===== config.mk =====
export PLATFORM = sky130hd
export DESIGN_NAME = seven_seg_capture
export DESIGN_NICKNAME = d
export VERILOG_FILES = /design/src/rtl/seven_seg_capture_pkg.sv /design/src/rtl/seven_seg_capture_seg_decode.sv /design/src/rtl/seven_seg_capture.sv
export SDC_FILE = /design/constraint.sdc
export NUM_CORES = 1
export LEC_CHECK = 0
export BUFFER_PORTS_ARGS = -buffer_cell sky130_fd_sc_hd__buf_2
export CAP_MARGIN = 20
export CORE_MARGIN = 5
export CORE_UTILIZATION = 45
export CTS_CLUSTER_DIAMETER = 50
export CTS_CLUSTER_SIZE = 25
export DETAILED_ROUTE_END_ITERATION = 8
export GPL_ROUTABILITY_DRIVEN = 1
export PLACE_DENSITY = 0.61
export SETUP_SLACK_MARGIN = 0.1
export SYNTH_ARGS = -nofsm -noshare
export SYNTH_HDL_FRONTEND = slang
export SYNTH_SLANG_ARGS = --single-unit

===== constraint.sdc =====
create_clock -name clk_i -period 2.6 [get_ports clk_i]
set_input_delay 0.39 -clock clk_i [delete_from_list [all_inputs] [get_ports clk_i]]
set_output_delay 0.39 -clock clk_i [all_outputs]
set_load 0.03 [all_outputs]

===== src/rtl/seven_seg_capture_pkg.sv =====
// Shared definitions for the seven-segment display capture block.
//
// Contents:
//   - segment patterns for digits 0-9 (bit6 = A ... bit0 = G, active-high)
//   - active-low digit select codes for digit1 (rightmost) .. digit4
//   - frame assembly FSM state type
//   - INVALID_DIGIT marker and the minutes:seconds helper used when
//     SEVEN_SEG_CAPTURE_TIME_EN is defined
package seven_seg_capture_pkg;

    localparam int unsigned SAMPLE_W = 12;  // {sel_n[3:0], seg[6:0], dp}

    localparam logic [3:0] INVALID_DIGIT = 4'hF;

    localparam logic [6:0] SEG_0 = 7'b1111110;
    localparam logic [6:0] SEG_1 = 7'b0110000;
    localparam logic [6:0] SEG_2 = 7'b1101101;
    localparam logic [6:0] SEG_3 = 7'b1111001;
    localparam logic [6:0] SEG_4 = 7'b0110011;
    localparam logic [6:0] SEG_5 = 7'b1011011;
    localparam logic [6:0] SEG_6 = 7'b1011111;
    localparam logic [6:0] SEG_7 = 7'b1110000;
    localparam logic [6:0] SEG_8 = 7'b1111111;
    localparam logic [6:0] SEG_9 = 7'b1111011;

    localparam logic [3:0] SEL_DIGIT1 = 4'b1110;
    localparam logic [3:0] SEL_DIGIT2 = 4'b1101;
    localparam logic [3:0] SEL_DIGIT3 = 4'b1011;
    localparam logic [3:0] SEL_DIGIT4 = 4'b0111;

    localparam logic [12:0] TOTAL_SEC_INVALID = 13'h1FFF;

    typedef enum logic [1:0] {
        StIdle,
        StSync,
        StCollect
    } state_e;

    // Display reads MM:SS as {digit4 digit3 : digit2 digit1}.
    function automatic logic [12:0] digits_to_seconds(input logic [15:0] digits);
        logic [12:0] mins;
        logic [12:0] secs;
        if (digits[15:12] == INVALID_DIGIT || digits[11:8] == INVALID_DIGIT ||
            digits[7:4] == INVALID_DIGIT || digits[3:0] == INVALID_DIGIT) begin
            return TOTAL_SEC_INVALID;
        end
        mins = 13'(digits[15:12]) * 13'd10 + 13'(digits[11:8]);
        secs = 13'(digits[7:4]) * 13'd10 + 13'(digits[3:0]);
        return mins * 13'd60 + secs;
    endfunction

endpackage


===== src/rtl/seven_seg_capture_seg_decode.sv =====
// Combinational seven-segment pattern decoder.
//
// Ports:
//   seg_i      7-bit segment pattern, bit6 = A ... bit0 = G
//   value_o    decoded digit 0-9, INVALID_DIGIT for any other pattern
//   invalid_o  high when the pattern is not one of the ten digit shapes
module seven_seg_capture_seg_decode
    import seven_seg_capture_pkg::*;
(
    input  logic [6:0] seg_i,
    output logic [3:0] value_o,
    output logic       invalid_o
);

    always_comb begin
        value_o   = INVALID_DIGIT;
        invalid_o = 1'b0;
        case (seg_i)
            SEG_0:   value_o = 4'd0;
            SEG_1:   value_o = 4'd1;
            SEG_2:   value_o = 4'd2;
            SEG_3:   value_o = 4'd3;
            SEG_4:   value_o = 4'd4;
            SEG_5:   value_o = 4'd5;
            SEG_6:   value_o = 4'd6;
            SEG_7:   value_o = 4'd7;
            SEG_8:   value_o = 4'd8;
            SEG_9:   value_o = 4'd9;
            default: invalid_o = 1'b1;
        endcase
    end

endmodule


===== src/rtl/seven_seg_capture.sv =====
// Captures the frame shown on a multiplexed 4-digit seven-segment display by
// snooping its digit-select, segment and decimal-point lines.
//
// Inputs pass through a 2-flop synchronizer. A sample must hold unchanged for
// STABLE_CYCLES cycles before it is accepted (once per stable period). Accepted
// samples with a single select low are decoded and assembled digit1..digit4
// into a shadow frame, which is published as a whole.
//
// Optional feature: define SEVEN_SEG_CAPTURE_TIME_EN to add total_sec_o, the
// published frame read as MM:SS and converted to seconds.
//
// Ports:
//   clk_i          system clock, rising edge
//   rst_i          synchronous active-high reset
//   sel_n_i[3:0]   digit selects, active-low, bit0 = digit1
//   seg_i[6:0]     segments, active-high, bit6 = A ... bit0 = G
//   dp_i           decimal point, active-high
//   digits_o       last complete frame {digit4, digit3, digit2, digit1}
//   dp_mask_o      decimal points of the last complete frame, bit0 = digit1
//   frame_valid_o  one-cycle pulse when digits_o/dp_mask_o update
//   alive_o        high while accepted samples keep arriving
//   seg_err_o      pulse on acceptance of an undecodable segment pattern
//   seq_err_o      pulse on an out-of-order digit select
//   total_sec_o    (SEVEN_SEG_CAPTURE_TIME_EN only) seconds of the last frame
module seven_seg_capture
    import seven_seg_capture_pkg::*;
#(
    parameter int unsigned STABLE_CYCLES  = 16,
    parameter int unsigned TIMEOUT_CYCLES = 8192
) (
    input  logic        clk_i,
    input  logic        rst_i,
    input  logic [3:0]  sel_n_i,
    input  logic [6:0]  seg_i,
    input  logic        dp_i,
    output logic [15:0] digits_o,
    output logic [3:0]  dp_mask_o,
    output logic        frame_valid_o,
    output logic        alive_o,
    output logic        seg_err_o,
    output logic        seq_err_o
`ifdef SEVEN_SEG_CAPTURE_TIME_EN
    ,
    output logic [12:0] total_sec_o
`endif
);

    localparam int unsigned StabW = $clog2(STABLE_CYCLES + 1);
    localparam int unsigned ToW   = $clog2(TIMEOUT_CYCLES + 1);
    localparam logic [StabW-1:0] StabMax = StabW'(STABLE_CYCLES);
    localparam logic [ToW-1:0]   ToMax   = ToW'(TIMEOUT_CYCLES);

    // ------------------------------------------------------------------
    // Input synchronizer and stability filter
    // ------------------------------------------------------------------
    logic [SAMPLE_W-1:0] sync1_q, sync2_q, sample_prev_q;
    logic [StabW-1:0]    stab_cnt_q, stab_cnt_d;
    logic                sample_changed;
    logic                accept;

    assign sample_changed = (sync2_q != sample_prev_q);

    always_comb begin
        stab_cnt_d = stab_cnt_q;
        if (sample_changed) begin
            stab_cnt_d = '0;
        end else if (stab_cnt_q != StabMax) begin
            stab_cnt_d = stab_cnt_q + 1'b1;
        end
    end

    // Fires only on the step into saturation, so one stable period yields a
    // single acceptance.
    assign accept = !sample_changed && (stab_cnt_q == StabMax - 1'b1);

    always_ff @(posedge clk_i) begin
        if (rst_i) begin
            sync1_q       <= '0;
            sync2_q       <= '0;
            sample_prev_q <= '0;
            stab_cnt_q    <= '0;
        end else begin
            sync1_q       <= {sel_n_i, seg_i, dp_i};
            sync2_q       <= sync1_q;
            sample_prev_q <= sync2_q;
            stab_cnt_q    <= stab_cnt_d;
        end
    end

    // ------------------------------------------------------------------
    // Accepted sample fields
    // ------------------------------------------------------------------
    logic [3:0] acc_sel_n;
    logic [6:0] acc_seg;
    logic       acc_dp;
    logic       sel_valid;
    logic [1:0] sel_idx;      // 0 = digit1 ... 3 = digit4
    logic [3:0] dec_value;
    logic       dec_invalid;

    assign acc_sel_n = sync2_q[11:8];
    assign acc_seg   = sync2_q[7:1];
    assign acc_dp    = sync2_q[0];

    always_comb begin
        sel_valid = 1'b1;
        sel_idx   = 2'd0;
        case (acc_sel_n)
            SEL_DIGIT1: sel_idx = 2'd0;
            SEL_DIGIT2: sel_idx = 2'd1;
            SEL_DIGIT3: sel_idx = 2'd2;
            SEL_DIGIT4: sel_idx = 2'd3;
            default:    sel_valid = 1'b0;
        endcase
    end

    seven_seg_capture_seg_decode u_seg_decode (
        .seg_i     (acc_seg),
        .value_o   (dec_value),
        .invalid_o (dec_invalid)
    );

    // ------------------------------------------------------------------
    // Liveness timeout
    // ------------------------------------------------------------------
    logic [ToW-1:0] to_cnt_q, to_cnt_d;
    logic           timeout_hit;

    // Any acceptance counts as activity, even with an unusable select.
    always_comb begin
        to_cnt_d = to_cnt_q;
        if (accept) begin
            to_cnt_d = '0;
        end else if (to_cnt_q != ToMax) begin
            to_cnt_d = to_cnt_q + 1'b1;
        end
    end

    assign timeout_hit = !accept && (to_cnt_q == ToMax - 1'b1);

    // ------------------------------------------------------------------
    // Frame assembly
    // ------------------------------------------------------------------
    state_e          state_q, state_d;
    logic [1:0]      expect_q, expect_d;    // index of the next digit wanted
    logic [3:0][3:0] shadow_val_q, shadow_val_d;
    logic [3:0]      shadow_dp_q, shadow_dp_d;
    logic [15:0]     digits_q, digits_d;
    logic [3:0]      dp_mask_q, dp_mask_d;
    logic            frame_valid_q, frame_valid_d;
    logic            alive_q, alive_d;
    logic            seg_err_q, seg_err_d;
    logic            seq_err_q, seq_err_d;
    logic            valid_accept;

    assign valid_accept = accept && sel_valid;

    always_comb begin
        state_d       = state_q;
        expect_d      = expect_q;
        shadow_val_d  = shadow_val_q;
        shadow_dp_d   = shadow_dp_q;
        digits_d      = digits_q;
        dp_mask_d     = dp_mask_q;
        frame_valid_d = 1'b0;
        seq_err_d     = 1'b0;
        seg_err_d     = valid_accept && dec_invalid;

        alive_d = alive_q;
        if (accept) begin
            alive_d = 1'b1;
        end else if (timeout_hit) begin
            alive_d = 1'b0;
        end

        if (timeout_hit) begin
            // Partial frame is dropped by leaving COLLECT; published outputs hold.
            state_d = StIdle;
        end else if (valid_accept) begin
            case (state_q)
                StIdle: begin
                    state_d = StSync;
                end
                StSync: begin
                    if (sel_idx == 2'd0) begin
                        shadow_val_d[0] = dec_value;
                        shadow_dp_d[0]  = acc_dp;
                        expect_d        = 2'd1;
                        state_d         = StCollect;
                    end
                end
                StCollect: begin
                    if (sel_idx == expect_q) begin
                        shadow_val_d[sel_idx] = dec_value;
                        shadow_dp_d[sel_idx]  = acc_dp;
                        if (expect_q == 2'd3) begin
                            digits_d = {dec_value, shadow_val_q[2], shadow_val_q[1],
                                        shadow_val_q[0]};
                            dp_mask_d     = {acc_dp, shadow_dp_q[2:0]};
                            frame_valid_d = 1'b1;
                            state_d       = StSync;
                        end else begin
                            expect_d = expect_q + 2'd1;
                        end
                    end else if (sel_idx == expect_q - 2'd1) begin
                        // Same digit refreshed with new content: keep the newest.
                        shadow_val_d[sel_idx] = dec_value;
                        shadow_dp_d[sel_idx]  = acc_dp;
                    end else begin
                        seq_err_d = 1'b1;
                        if (sel_idx == 2'd0) begin
                            shadow_val_d[0] = dec_value;
                            shadow_dp_d[0]  = acc_dp;
                            expect_d        = 2'd1;
                        end else begin
                            state_d = StSync;
                        end
                    end
                end
                default: begin
                    state_d = StIdle;
                end
            endcase
        end
    end

    always_ff @(posedge clk_i) begin
        if (rst_i) begin
            to_cnt_q      <= '0;
            state_q       <= StIdle;
            expect_q      <= 2'd1;
            shadow_val_q  <= '0;
            shadow_dp_q   <= '0;
            digits_q      <= '0;
            dp_mask_q     <= '0;
            frame_valid_q <= 1'b0;
            alive_q       <= 1'b0;
            seg_err_q     <= 1'b0;
            seq_err_q     <= 1'b0;
        end else begin
            to_cnt_q      <= to_cnt_d;
            state_q       <= state_d;
            expect_q      <= expect_d;
            shadow_val_q  <= shadow_val_d;
            shadow_dp_q   <= shadow_dp_d;
            digits_q      <= digits_d;
            dp_mask_q     <= dp_mask_d;
            frame_valid_q <= frame_valid_d;
            alive_q       <= alive_d;
            seg_err_q     <= seg_err_d;
            seq_err_q     <= seq_err_d;
        end
    end

    assign digits_o      = digits_q;
    assign dp_mask_o     = dp_mask_q;
    assign frame_valid_o = frame_valid_q;
    assign alive_o       = alive_q;
    assign seg_err_o     = seg_err_q;
    assign seq_err_o     = seq_err_q;

`ifdef SEVEN_SEG_CAPTURE_TIME_EN
    // ------------------------------------------------------------------
    // MM:SS to seconds, one cycle behind the frame it describes
    // ------------------------------------------------------------------
    logic [12:0] total_sec_q;

    always_ff @(posedge clk_i) begin
        if (rst_i) begin
            total_sec_q <= '0;
        end else if (frame_valid_q) begin
            total_sec_q <= digits_to_seconds(digits_q);
        end
    end

    assign total_sec_o = total_sec_q;
`endif

endmodule


Word level (Yosys, flattened, before mapping)
Cells that the tools add are included.
{"block": "classes", "add_sub_neg": 4, "mul": 0, "div_mod_pow": 0, "order_cmp": 2, "n_eq_ne": 29, "n_shift": 0, "n_mux": 35, "bitwise_logic": 4, "n_reduce_logical": 24}
{"op": "7-bit == test, second input constant", "count": 8}
{"op": "4-bit one-hot mux with 10 select lines", "count": 1}
{"op": "2-bit two-way mux", "count": 9}
{"op": "16-bit bitwise mux", "count": 1}
{"op": "16-bit two-way mux", "count": 1}
{"op": "4-bit two-way mux", "count": 4}
{"op": "5-bit AND reduction", "count": 3}
{"op": "14-bit by 1-bit adder with 14-bit output, second input constant", "count": 1}
{"op": "14-bit by 13-bit == test with 1-bit output, second input constant", "count": 1}
{"op": "7-bit by 6-bit == test with 1-bit output, second input constant", "count": 2}
{"op": "14-bit != test, second input constant", "count": 1}
{"op": "4-bit == test, second input constant", "count": 3}
{"op": "12-bit two-way mux", "count": 1}
{"op": "12-bit != test", "count": 1}
{"op": "3-bit != test, second input constant", "count": 4}
{"op": "2-bit one-hot mux with 3 select lines", "count": 2}
{"op": "10-bit OR reduction", "count": 1}
{"op": "5-bit OR reduction", "count": 2}
{"op": "1-bit two-way mux", "count": 9}
{"op": "4-bit demux with 2-bit select", "count": 1}
{"op": "4-bit one-hot mux with 2 select lines", "count": 1}
{"op": "2-bit nonzero test", "count": 3}
{"op": "2-bit OR reduction", "count": 3}
{"op": "5-bit by 1-bit adder with 5-bit output, second input constant", "count": 1}
{"op": "other kinds (23)", "count": 34}
{"block": "totals", "regBits": 103, "latch_bits": 0, "ramBits": 0, "rom_bits": 0, "out_inout_bits": 24, "elab_cells": 117, "n_memories": 0}

Longest topological paths before layout
Gate-level depths: netlist of the first run.
{"block": "depth", "ltp_word": 10, "depth_mapped": 9, "ltp_nobuf": 8}

Modules after synthesis
Synthesis of the first run repeated with hierarchy kept, for this count alone.
{"block": "unflattened", "hier_cells": 429, "area_unflattened_um2": 4332.9}
{"module": "seven_seg_capture", "n_inst": 1, "cells_per_inst": 400, "area_each_um2": 4125.2, "seq_area_each_um2": 1961.9}
{"module": "seven_seg_capture_seg_decode", "n_inst": 1, "cells_per_inst": 29, "area_each_um2": 207.7, "seq_area_each_um2": 0.0}

Worst setup path after synthesis of the first run
OpenSTA, ideal clock, no wires.
{"block": "synth_path", "kind": "register to register", "startpoint": "register expect_q[0]", "endpoint": "register shadow_val_q[11] in the netlist's numbering", "setup_ns": 0.128, "arrival_ns": 2.005, "required_ns": 2.472, "path_slack_ns": 0.467, "path_stages_with_launch": 9, "n_path_buf": 1, "cell_sequence": "dfxtp_1 ha_1 or3b_2 a21oi_1 a311o_1 o2111a_1 buf_6 mux2i_1 nor2_1"}
{"block": "synth_between", "elab_chain_cells": 4, "elab_cells_between_ends": 6, "cone_classes": "add/sub (1); eq/ne (2); mux (1); reduce/logical (2)"}
{"element": "from (decl)", "line_no": "seven_seg_capture.sv:145", "rtl": "logic [1:0] expect_q, expect_d;"}
{"element": "from (signal assigned)", "line_no": "seven_seg_capture.sv:243", "rtl": "expect_q <= expect_d;"}
{"element": "2-bit by 1-bit subtractor with 2-bit output", "line_no": "seven_seg_capture.sv:205", "rtl": "end else if (sel_idx == expect_q - 2'd1) begin"}
{"element": "2-bit == test", "line_no": "seven_seg_capture.sv:205"}
{"element": "2-bit nonzero test (no line)"}
{"element": "4-bit AND reduction (no line)"}
{"element": "to (signal assigned)", "line_no": "seven_seg_capture.sv:244", "rtl": "shadow_val_q <= shadow_val_d;"}
{"element": "to (decl)", "line_no": "seven_seg_capture.sv:146", "rtl": "logic [3:0][3:0] shadow_val_q, shadow_val_d;"}
Several ways; a longest one is shown, not always the timed one.
A chain may end at the register's enable or synchronous reset.

Worst setup path in the final report of the first run
{"block": "layout_path", "startpoint": "register expect_q[1]", "endpoint": "register shadow_val_q[5] in the netlist's numbering"}
The elaborated chain is that of the path after synthesis.

==> results, run 1 <==
- The run finished with clean final reports.
- The min-delay analysis places its worst path in the category input port to register.
- The static leakage is 1.971 nW.
- The measured slew at the worst slew-check pin is 0.5369 ns.
- The tree built by TritonCTS fans out to 98 sinks.
- Buffers added to address setup during post-CTS repair amount to 0.
- Detailed placement finished with a half-perimeter wire length of 5303 µm.
- The maximum number of pins on one net before global-route repair is 43.
- The overall fraction of global-route tracks in use is 14.39%.
- The buffer depth of the longest clock path is 2.
- Data arrives at the worst endpoint at 2.55 ns.
- The fraction of synthesis flops using an asynchronous set or reset pin is 0%.
- For this run, the detailed router's first-pass iteration total came to 4.
- The flip-flop and latch count after synthesis is 98.
- The detailed-route wire length is 7426 µm.
- The setup TNS is 0 ns.
- The number of antenna violations at the first check in global routing is 0.
- IR analysis of the VDD net gives a maximum drop of 0.2699 mV.
- The final core utilization is 50.46%.
- The worst path in the final design needs a cycle of 2.309 ns, including I/O delays and setup.
- The cell area that synthesis handed to floorplanning was 0.004189 mm².
- The initial core utilization is 45.77%.
- The placer congestion estimate is 0.8739.
- Dividing the synthesized area by the synthesized cell count gives 9.630 µm².
- After floorplanning, the core was divided into 35 placement rows.
- The via count of the first global-routing pass was 2,832.
- The number of max-cap violations is 0.
- Of all cell types, the one taking the most synthesized area is dfxtp_1.
- Clock latency on the worst-skew pair, taken at its later pin, is 0.36 ns.
- The worst path uses 88.79% of the clock period.
- TritonCTS built the clock tree.
- The final worst slack is 0.2914 ns.
- Setup repair after global routing left no endpoint under its margin.
- Relative to the synthesized area, the layout overhead comes to 10.24%.
- The finished layout holds 581 standard cells, fillers aside.
- The achievable clock frequency is 433.2 MHz.
- The max-slew violation count is 0.
- The number of flops mapped to enable cells by yosys is 0.
- The endpoint class of the critical path is a register.
- The number of nets produced by synthesis is 460.
- Power spread over the standard cell area amounts to 571.6 mW/mm².
- Summed over its instances, the top area cell type makes up 46.83% of the synthesized netlist area.
- The die extent in x is 106.5 µm.
- The area of the core region is 0.009153 mm².
- The sequential fraction of the synthesis area is 46.83%.
- The sequential cell area in the final layout is 0.001963 mm².
- The mean routed wirelength per cell is 12.78 µm.
- Along the worst path, the maximum fanout reaches 6.
- The number of buffers inserted during clock tree synthesis is 9.
- The total I/O pin count is 38.
- The normalized max-slew margin is 63.93%.
- The overall via count from detail_route is 2,925.
- The critical path is of the register to register type.
- In this run the cell area measured after placement is 0.004418 mm².
- Summing all multi-input logic gate instances after layout gives 0.002036 mm².
- The root buffer cell chosen for the clock tree is clkbuf_8.
- After the last flow step, the layout net total stands at 490.
- The first global-routing pass estimated 13,190 µm of wire.
- The sum of internal, switching and leakage power is 2.640 mW.
- The final hold violation count is 0.
- From bottom edge to top edge, the die measures 106.5 µm.
- The initial DRC count is 99.
- The layout cell share with drive strength beyond 1 is 14.68%.
- The instance count after placement with tap cells included is 565.
- Timing analysis after detailed placement gives a worst setup slack of 0.1925 ns.
- The number of antenna repair diodes is 0.
- The distinct cell type count of the synthesized netlist is 52.
- The H-tree was split into 3 levels.
- The count of nets left with antenna violations after detail routing is 0.
- STA puts the critical path data required time at 2.84 ns.
- In the synthesized netlist, the number of instances is 435.
- The die covers 0.01134 mm².
- The final clock skew is 0.01817 ns.
- Sorting the synthesized cells by area gives the leading types as dfxtp_1, mux2i_1, nor2_1.
- Buffers placed on the I/O ports in this run total 37.
- After detailed routing, the number of vias per cell comes to 5.034.
- The summed area of non-filler cells in the final layout is 0.004618 mm².
- For this run, the leading register cell type out of synthesis is dfxtp_1.
- The filler cells instantiated in the layout total 846.
- The total global routing overflow is 0.
- On the final layout, the worst hold slack is 0.2269 ns.
- For this run, the number of Yosys warnings is 0.
- The clock transition at the registers of the reported paths is 0.10 ns.
- Setup violations remaining at the end of the flow were counted as 0.
- For this run, design rule violations remaining after detail routing come to 0.
- The startpoint type of the worst setup path is a register.
[synth_stat cells (5+ instances only)]
library cell and n:
clkbuf_1 11, nor2_1 72, and3_1 7, nor2b_1 38, xor2_1 19, a21oi_1 7, inv_1 17, xnor2_1 10
mux2i_1 38, nand3_1 12, nand4_1 5, dfxtp_1 98, nand2_1 23, ha_1 11, o211ai_1 5
[cell families after synthesis]
| family | synth area share, % |
|---|---|
| compound gates | 5.615 |
| xor+xnor | 6.063 |
| fa+ha+maj | 3.285 |
| buf+inv | 4.689 |
| flops | 46.83 |
| mux | 9.349 |
| simple gates | 24.16 |
[power breakdown]
group / internal, mW / leakage (nW) / total, mW / switching, mW
combinational: 0.0534 / 1.09 / 0.117 / 0.0633
clock: 0.451 / 0.0901 / 0.970 / 0.519
sequential: 1.53 / 0.796 / 1.55 / 0.0268
[worst paths after layout]
kind | slack, ns | cells past startpoint | start | end
max | 0.29 | 7 | expect_q[1] | shadow_val_q[5]
min | 0.23 | 2 | seg_i[5] | sync1_q[6]
max reg2reg | 0.29 | 7 | expect_q[1] | shadow_val_q[5]
min reg2reg | 0.44 | 2 | alive_o | alive_o
[state kept, by name (all words and copies together), names as in the netlist, named ones only]
name           flops
to_cnt_q          14
state_q            2
digits_o          16
shadow_dp_q        2
dp_mask_o          4
sample_prev_q     12
sync2_q           12
expect_q           2
seq_err_o          1
sync1_q           12
shadow_val_q      11
seg_err_o          1
stab_cnt_q         5
alive_o            1
frame_valid_o      1
[per-layer routing]
layer	vias up	wire length [µm]	track usage, %
met2	39	3448	23.89
li1	1515	-	-
met1	1362	3640	18.32
met4	0	112	4.658
met5	-	0	0
met3	9	224	3.643
[cells in the final DEF (no fill, tap or decap), types with 2 or more instances in the layout]
cell        instances
nor2_1             72
clkinvlp_4          2
nor3b_1             2
nand3_1            12
and3b_1             2
xor2_1             19
dfxtp_1            97
ha_1               11
buf_2              37
o2111ai_1           2
buf_4               5
clkbuf_8            9
o32ai_1             2
clkbuf_1            2
nor4b_1             2
nand4_1             5
nand2_1            23
o32a_1              2
o211ai_1            5
nand4b_1            3
nor4_4              3
and2_1              2
inv_1              17
and3_1              7
a22oi_1             2
mux2i_1            38
xnor2_1            10
a21oi_1             6
o21ai_1             2
nand3b_1            2
nor3_1              4
nor2b_1            38
[final cells by class]
type / count / share of cell area (%)
sequential: 98 / 42.51
inverter: 17 / 1.382
clock buffer: 11 / 2.845
tap: 111 / 3.007
timing repair buffer: 42 / 4.823
multi-input combinational: 297 / 44.08
clock inverter: 5 / 1.355
[critical path, cell delays in order (launching register included)]
cell	delay, ns
dfxtp_1	0.43
ha_1	0.31
or3b_2	0.46
a21oi_1	0.17
a311o_1	0.24
o211a_2	0.33
mux2i_1	0.21
nor2_1	0.05
[what timing repair did]
| item | CTS | global route |
|---|---|---|
| hold buffers | 0 | 0 |
| resized for setup | 0 | 4 |
| endpoints found under the setup margin | 0 | 11 |
Note: power is estimated with default switching activity, not from simulation.
==> run 2: changes to the inputs <==
--- a/config.mk
+++ b/config.mk
@@ -14,5 +14,5 @@
 export DETAILED_ROUTE_END_ITERATION = 8
 export GPL_ROUTABILITY_DRIVEN = 1
-export PLACE_DENSITY = 0.61
+export PLACE_DENSITY = 0.64
 export SETUP_SLACK_MARGIN = 0.1
 export SYNTH_ARGS = -nofsm -noshare
==> constraint.sdc (replaced) <==
create_clock -name clk_i -period 2 [get_ports clk_i]
set_input_delay 0.4 -clock clk_i [delete_from_list [all_inputs] [get_ports clk_i]]
set_output_delay 0.4 -clock clk_i [all_outputs]
set_load 0.03 [all_outputs]
==> results, run 2 (synthesis gave the netlist of run 1 again) <==
- Run status: finished with violations (was completed).
- The checks that failed: setup timing.
- The static leakage is 2.220 nW (was 1.971 nW).
- The post-placement cell area was 0.004712 mm² (was 0.004418 mm²).
- The overall via count from detail_route is 3,130 (was 2,925).
- The flip-flop count of the largest register after layout was 16 (unchanged).
- The buffer depth of the longest clock path is 2 (unchanged).
- The area of the core region is 0.009153 mm² (unchanged).
- The total global routing overflow is 0 (unchanged).
- The setup TNS is -0.05203 ns (was 0 ns).
- The overall fraction of global-route tracks in use is 15.37% (was 14.39%).
- The die extent in x is 106.5 µm (unchanged).
- The via count of the first global-routing pass was 3,129 (was 2,832).
- The total I/O pin count is 38 (unchanged).
- The met2 global-route usage is 27.51% (was 23.89%).
- The later-pin clock latency in the skew report is 0.37 ns (was 0.36 ns).
- The endpoint of the most critical register-to-register path is expect_q[1] (was shadow_val_q[5]).
- The clock transition at the registers of the reported paths is 0.10 ns (about the same).
- The share of total power consumed by net switching came to 25.18% (was 23.06%).
- The hold path startpoint is dp_i (was seg_i[5]).
- The TritonCTS clock tree is yes (unchanged).
- The startpoint of the worst-slack reg-to-reg timing path is sync2_q[11] (was expect_q[1]).
- The final clock skew is 0.01220 ns (was 0.01817 ns).
- The final number of setup-violating endpoints is 4 (was 0).
- The achievable clock frequency came to 492.2 MHz (was 433.2 MHz).
- The layout cell share with drive strength beyond 1 is 26.37% (was 14.68%).
- Top library cells by usage in the layout, fill and taps aside: dfxtp_1, nor2_1, nor2b_1, buf_4, buf_2 (was dfxtp_1, nor2_1, nor2b_1, mux2i_1, buf_2).
- The arrival time of data at the critical path endpoint was 2.29 ns (was 2.55 ns).
- The internal power summed over all cells is 2.559 mW (was 2.031 mW).
- The total number of placement rows is 35 (unchanged).
- The half-perimeter wire length after detailed placement is 5745 µm (was 5303 µm).
- The number of antenna repair diodes is 0 (unchanged).
- Unrepaired setup endpoints after global routing: true (was false).
- The layout filler cell count is 783 (was 846).
- The initial core utilization was 45.77% (unchanged).
- The hold buffer count at cts is 0 (unchanged).
- The most common library cell in the layout ignoring fill and taps is dfxtp_1 (unchanged).
- The launching instance or port of the critical path is sync2_q[11] (was expect_q[1]).
- The areal power density over the cells came to 663.0 mW/mm² (was 571.6 mW/mm²).
- The H-tree depth reported by CTS is 3 (unchanged).
- The count of cells along the worst hold path came to 2 (unchanged).
- The mean routed wirelength per cell is 13.48 µm (was 12.78 µm).
- The maximum VDD drop came to 0.5293 mV (was 0.2699 mV).
- The part of the cycle the worst path needs was 101.6% (was 88.79%).
- The proportion of power drawn by combinational gates is 6.5% (was 4.4%).
- The die area came to 0.01134 mm² (unchanged).
- The count of unresolved DRC violations after routing is 0 (unchanged).
- The wire length of the first global-routing pass came to 14,120 µm (was 13,190 µm).
- The initial DRC count is 140 (was 99).
- The port buffer count came to 37 (unchanged).
- The detailed-route wire length came to 8400 µm (was 7426 µm).
- The endpoint required time on the critical path is 2.26 ns (was 2.84 ns).
- The multi-input logic area is 0.002133 mm² (was 0.002036 mm²).
- The final worst slack is -0.03180 ns (was 0.2914 ns).
- The maximum number of pins on one net before global-route repair is 31 (was 43).
- The share of power burned in the clock network is 34.9% (was 36.7%).
- The endpoint class of the critical path is a register (unchanged).
- The vertical extent of the die came to 106.5 µm (unchanged).
- The number of buffers inserted during clock tree synthesis is 9 (unchanged).
- The number of max-cap violations is 0 (unchanged).
- The placer congestion estimate is 0.7465 (was 0.8739).
- The startpoint type of the worst setup path is a register (unchanged).
- The buffer cell driving the clock tree root is clkbuf_8 (unchanged).
- The normalized max-slew margin is 63.56% (was 63.93%).
- The sequential cell area in the final layout is 0.001989 mm² (was 0.001963 mm²).
- The category of the most critical setup path is register to register (unchanged).
- The area growth from synthesis to layout came to 23.15% (was 10.24%).
- The summed area of non-filler cells in the final layout is 0.005159 mm² (was 0.004618 mm²).
- The end point of the worst hold path is sync1_q[0] (was sync1_q[6]).
- The detailed-routing iteration count for the pre-antenna-repair pass is 4 (unchanged).
- The path class of the lowest-slack min-delay path is input port to register (unchanged).
- The final hold violation count is 0 (unchanged).
- The switching component of the power is 861.1 µW (was 608.8 µW).
- The global-route met3 utilization is 3.097% (was 3.643%).
- The sum of internal, switching and leakage power was 3.420 mW (was 2.640 mW).
- The largest fanout on the critical path is 11 (was 6).
- The sequential fraction of design power is 58.6% (was 58.8%).
- The final hold slack was 0.2444 ns (was 0.2269 ns).
- The global-route met1 utilization came to 18.31% (was 18.32%).
- The count of cells along the worst register-to-register path came to 8 (was 7).
- The TritonCTS sink count is 98 (unchanged).
- The number of antenna violations at the first check in global routing is 0 (unchanged).
- The measured slew at the worst slew-check pin is 0.5424 ns (was 0.5369 ns).
- The via density per instance is 5.024 (was 5.034).
- The most utilized layer in the global route result is met2 (unchanged).
- The worst setup slack for register-to-register paths is -0.03 ns (was 0.29 ns).
- The final core utilization came to 56.36% (was 50.46%).
- The count of nets left with antenna violations after detail routing is 0 (unchanged).
- The final critical delay including setup and external delays is 2.032 ns (was 2.309 ns).
- The max-slew violation count is 0 (unchanged).
- The total number of nets in the final design was 532 (was 490).
-- run 2: metrics by stage --
step                      std cells  setup slack [ns]
after global placement          594          -0.04837
after floorplan                 435            0.1056
after CTS                       617          -0.02913
final                           623          -0.03180
after global routing            623           -0.1127
after detailed placement        594          -0.09203
-- run 2: timing repair --
item	4_1_cts	5_1_grt
pin swaps	19	20
gates resized for setup	27	5
buffers inserted	6	4
endpoints found under the setup margin	40	42
hold endpoints to repair	0	0
cloned	1	2
-- run 2: final cells by class --
class,instances,area share (%)
inverters,17,1.237
clock inverters,7,1.140
well taps,111,2.692
multi-input cells,297,41.35
repair buffers,84,12.61
flip-flops and latches,98,38.56
clock buffers,9,2.401
-- run 2: metal layers --
metal / vias to the layer above / routed length (µm) / share of wire [%]
met1: 1478 / 3759 / 45
li1: 1596 / - / -
met5: - / 0 / 0
met2: 45 / 4293 / 51
met3: 11 / 229 / 2.7
met4: 0 / 118 / 1.4
-- run 2: power groups by stage --
| stage | clock (mW) | combinational (mW) | sequential, mW |
|---|---|---|---|
| floorplan | 0 | 0.140 | 2.04 |
| global placement | 0 | 0.202 | 2.05 |
| detailed placement | 0 | 0.207 | 2.05 |
| CTS | 1.24 | 0.221 | 2.00 |
| global route | 1.34 | 0.245 | 2.01 |
| finish | 1.20 | 0.222 | 2.00 |
-- run 2: worst max-delay path: stages (launching register included) --
cell and delay (ns):
dfxtp_4 0.36, buf_12 0.13, and3b_2 0.21, and4b_1 0.18
a311o_1 0.32, buf_4 0.15, a22oi_2 0.18, o211ai_1 0.15
a32o_1 0.25
-- run 2: how the worst max path moves through the flow --
stage | cells past startpoint | to
after floorplan | 8 | shadow_val_q[11]
final | 8 | expect_q[1]
after global placement | 7 | shadow_dp_q[2]
after CTS | 7 | shadow_dp_q[2]
after global routing | 8 | expect_q[1]
after detailed placement | 7 | expect_q[1]
==> run 3: changes to the inputs <==
CTS_CLUSTER_SIZE = 14   (was 25)
REMOVE_ABC_BUFFERS = 1   (was not set)
==> results, run 3 (synthesis gave the netlist of run 1 again) <==
- The H-tree depth reported by CTS is 3 (unchanged).
- The overall fraction of global-route tracks in use is 15.46% (was 15.37%).
- The endpoint class of the critical path is a register (unchanged).
- The maximum VDD drop came to 0.4392 mV (was 0.5293 mV).
- The startpoint type of the worst setup path was a register (unchanged).
- The number of max-cap violations came to 0 (unchanged).
- The startpoint of the worst-slack reg-to-reg timing path is expect_q[1] (was sync2_q[11]).
- The endpoint required time on the critical path is 2.26 ns (about the same).
- The most common library cell in the layout ignoring fill and taps is dfxtp_1 (unchanged).
- The number of buffers inserted during clock tree synthesis is 9 (unchanged).
- The total global routing overflow was 0 (unchanged).
- The clock transition at the registers of the reported paths is 0.10 ns (about the same).
- The vertical extent of the die is 106.5 µm (unchanged).
- The instance count after placement with tap cells included was 602 (was 594).
- The total I/O pin count is 38 (unchanged).
- The achievable clock frequency is 502.7 MHz (was 492.2 MHz).
- The flip-flop count of the largest register after layout is 16 (unchanged).
- The areal power density over the cells came to 676.5 mW/mm² (was 663.0 mW/mm²).
- The layout cell share with drive strength beyond 1 is 29.09% (was 26.37%).
- Unrepaired setup endpoints after global routing: true (unchanged).
- The layout filler cell count came to 796 (was 783).
- The detailed-routing iteration count for the pre-antenna-repair pass is 4 (unchanged).
- The port buffer count is 37 (unchanged).
- The buffer depth of the longest clock path is 2 (unchanged).
- The part of the cycle the worst path needs came to 99.47% (was 101.6%).
- The via density per instance is 5.037 (was 5.024).
- The TritonCTS clock tree is yes (unchanged).
- Run status: completed (was finished with violations).
- The number of antenna repair diodes is 0 (unchanged).
- The measured slew at the worst slew-check pin is 0.5506 ns (was 0.5424 ns).
- The post-placement cell area is 0.004733 mm² (was 0.004712 mm²).
- The final number of setup-violating endpoints is 0 (was 4).
- The static leakage is 2.296 nW (was 2.220 nW).
- The multi-input logic area is 0.002203 mm² (was 0.002133 mm²).
- The summed area of non-filler cells in the final layout is 0.005331 mm² (was 0.005159 mm²).
- The hold buffer count at cts is 0 (unchanged).
- The final clock skew is 0.01538 ns (was 0.01220 ns).
- The normalized max-slew margin is 63.01% (was 63.56%).
- The overall via count from detail_route came to 3,173 (was 3,130).
- The path class of the lowest-slack min-delay path is input port to register (unchanged).
- The detailed-route wire length is 8558 µm (was 8400 µm).
- The wire length of the first global-routing pass is 14,280 µm (was 14,120 µm).
- The area growth from synthesis to layout came to 27.27% (was 23.15%).
- The number of antenna violations at the first check in global routing is 0 (unchanged).
- The maximum number of pins on one net before global-route repair is 31 (unchanged).
- The max-slew violation count is 0 (unchanged).
- The final critical delay including setup and external delays is 1.989 ns (was 2.032 ns).
- The final hold violation count is 0 (unchanged).
- The sequential cell area in the final layout is 0.001994 mm² (was 0.001989 mm²).
- Top library cells by usage in the layout, fill and taps aside: dfxtp_1, nor2_1, buf_4 (was dfxtp_1, nor2_1, nor2b_1, buf_4, buf_2).
- The buffer cell driving the clock tree root is clkbuf_8 (unchanged).
- The count of nets left with antenna violations after detail routing is 0 (unchanged).
- The total number of placement rows is 35 (unchanged).
- The initial core utilization is 45.77% (unchanged).
- The count of unresolved DRC violations after routing is 0 (unchanged).
- The TritonCTS sink count came to 98 (unchanged).
- The category of the most critical setup path is register to register (unchanged).
- The via count of the first global-routing pass was 3,151 (was 3,129).
- The number of standard cells in the final layout excluding fillers is 630 (was 623).
- The launching instance or port of the critical path is expect_q[1] (was sync2_q[11]).
- The arrival time of data at the critical path endpoint is 2.25 ns (was 2.29 ns).
- The total number of nets in the final design was 539 (was 532).
- The hold path startpoint is seg_i[6] (was dp_i).
- The mean routed wirelength per cell is 13.58 µm (was 13.48 µm).
- The die area is 0.01134 mm² (unchanged).
- The placer congestion estimate was 0.8339 (was 0.7465).
- The half-perimeter wire length after detailed placement is 5793 µm (was 5745 µm).
- The sum of internal, switching and leakage power is 3.607 mW (was 3.420 mW).
- The die extent in x was 106.5 µm (unchanged).
- The initial DRC count is 68 (was 140).
- The area of the core region is 0.009153 mm² (unchanged).
- The largest fanout on the critical path was 4 (was 11).
- The later-pin clock latency in the skew report came to 0.37 ns (about the same).
-- run 3: changes by cell type in the layout (fill, tap and decap cells not counted), sizes merged --
cell	delta
clkinvlp	-2
buf	+8
bufinv	+1
clkbuf	-1
clkinv	+1
-- run 3: repair_timing --
| action | in CTS | in global routing |
|---|---|---|
| setup buffers | 7 | 3 |
| gates resized for setup | 26 | 33 |
| cloned | 2 | 1 |
| endpoints found under the setup margin | 40 | 42 |
| pin swaps | 13 | 25 |
-- run 3: worst paths after layout --
path	endpoint	slack, ns	cells after the start
max	expect_q[1]	0.01	9
min	sync1_q[7]	0.23	2
max reg2reg	expect_q[1]	0.01	9
min reg2reg	sync2_q[10]	0.44	1
-- run 3: layout make-up --
type	instances	area share (%)
Multi-Input combinational cell	297	41.33
Inverter	17	1.197
Clock inverter	7	1.784
Sequential cell	98	37.41
Timing Repair Buffer	91	13.35
Tap cell	111	2.605
Clock buffer	9	2.323
-- run 3: report_power, final --
group | internal (mW) | total [mW] | leakage (nW) | switching [mW]
sequential | 1.98 | 2.01 | 0.802 | 0.0289
clock | 0.614 | 1.37 | 0.104 | 0.756
combinational | 0.116 | 0.227 | 1.39 | 0.111
-- run 3: stage by stage --
stage               hold WS, ns  utilization, %  worst slack [ns]  setup TNS [ns]
finish                   0.2260           58.25           0.01057               0
CTS                      0.2192           56.42          -0.01204        -0.01204
floorplan                0.4138               -           -0.6366          -14.20
global route             0.1985           58.25          -0.09313         -0.7157
detailed placement       0.4239           51.72           -0.1219          -1.423
global placement         0.4170           51.72           -0.1186          -1.186
-- run 3: layer usage --
| metal | track usage (%) | share of wire, % |
|---|---|---|
| met1 | 18.47 | 44 |
| met2 | 27.19 | 51 |
| met3 | 4.250 | 3.8 |
| met4 | 4.292 | 1.1 |
| met5 | 0 | 0 |
-- run 3: worst max-delay path, stage by stage, from the launching register on --
cell      delay (ns)
dfxtp_2         0.35
ha_4            0.24
buf_6           0.12
nand3b_1        0.09
a21oi_2         0.06
a311o_1         0.37
buf_6           0.14
a22oi_2         0.16
o211ai_1        0.13
a32o_1          0.23
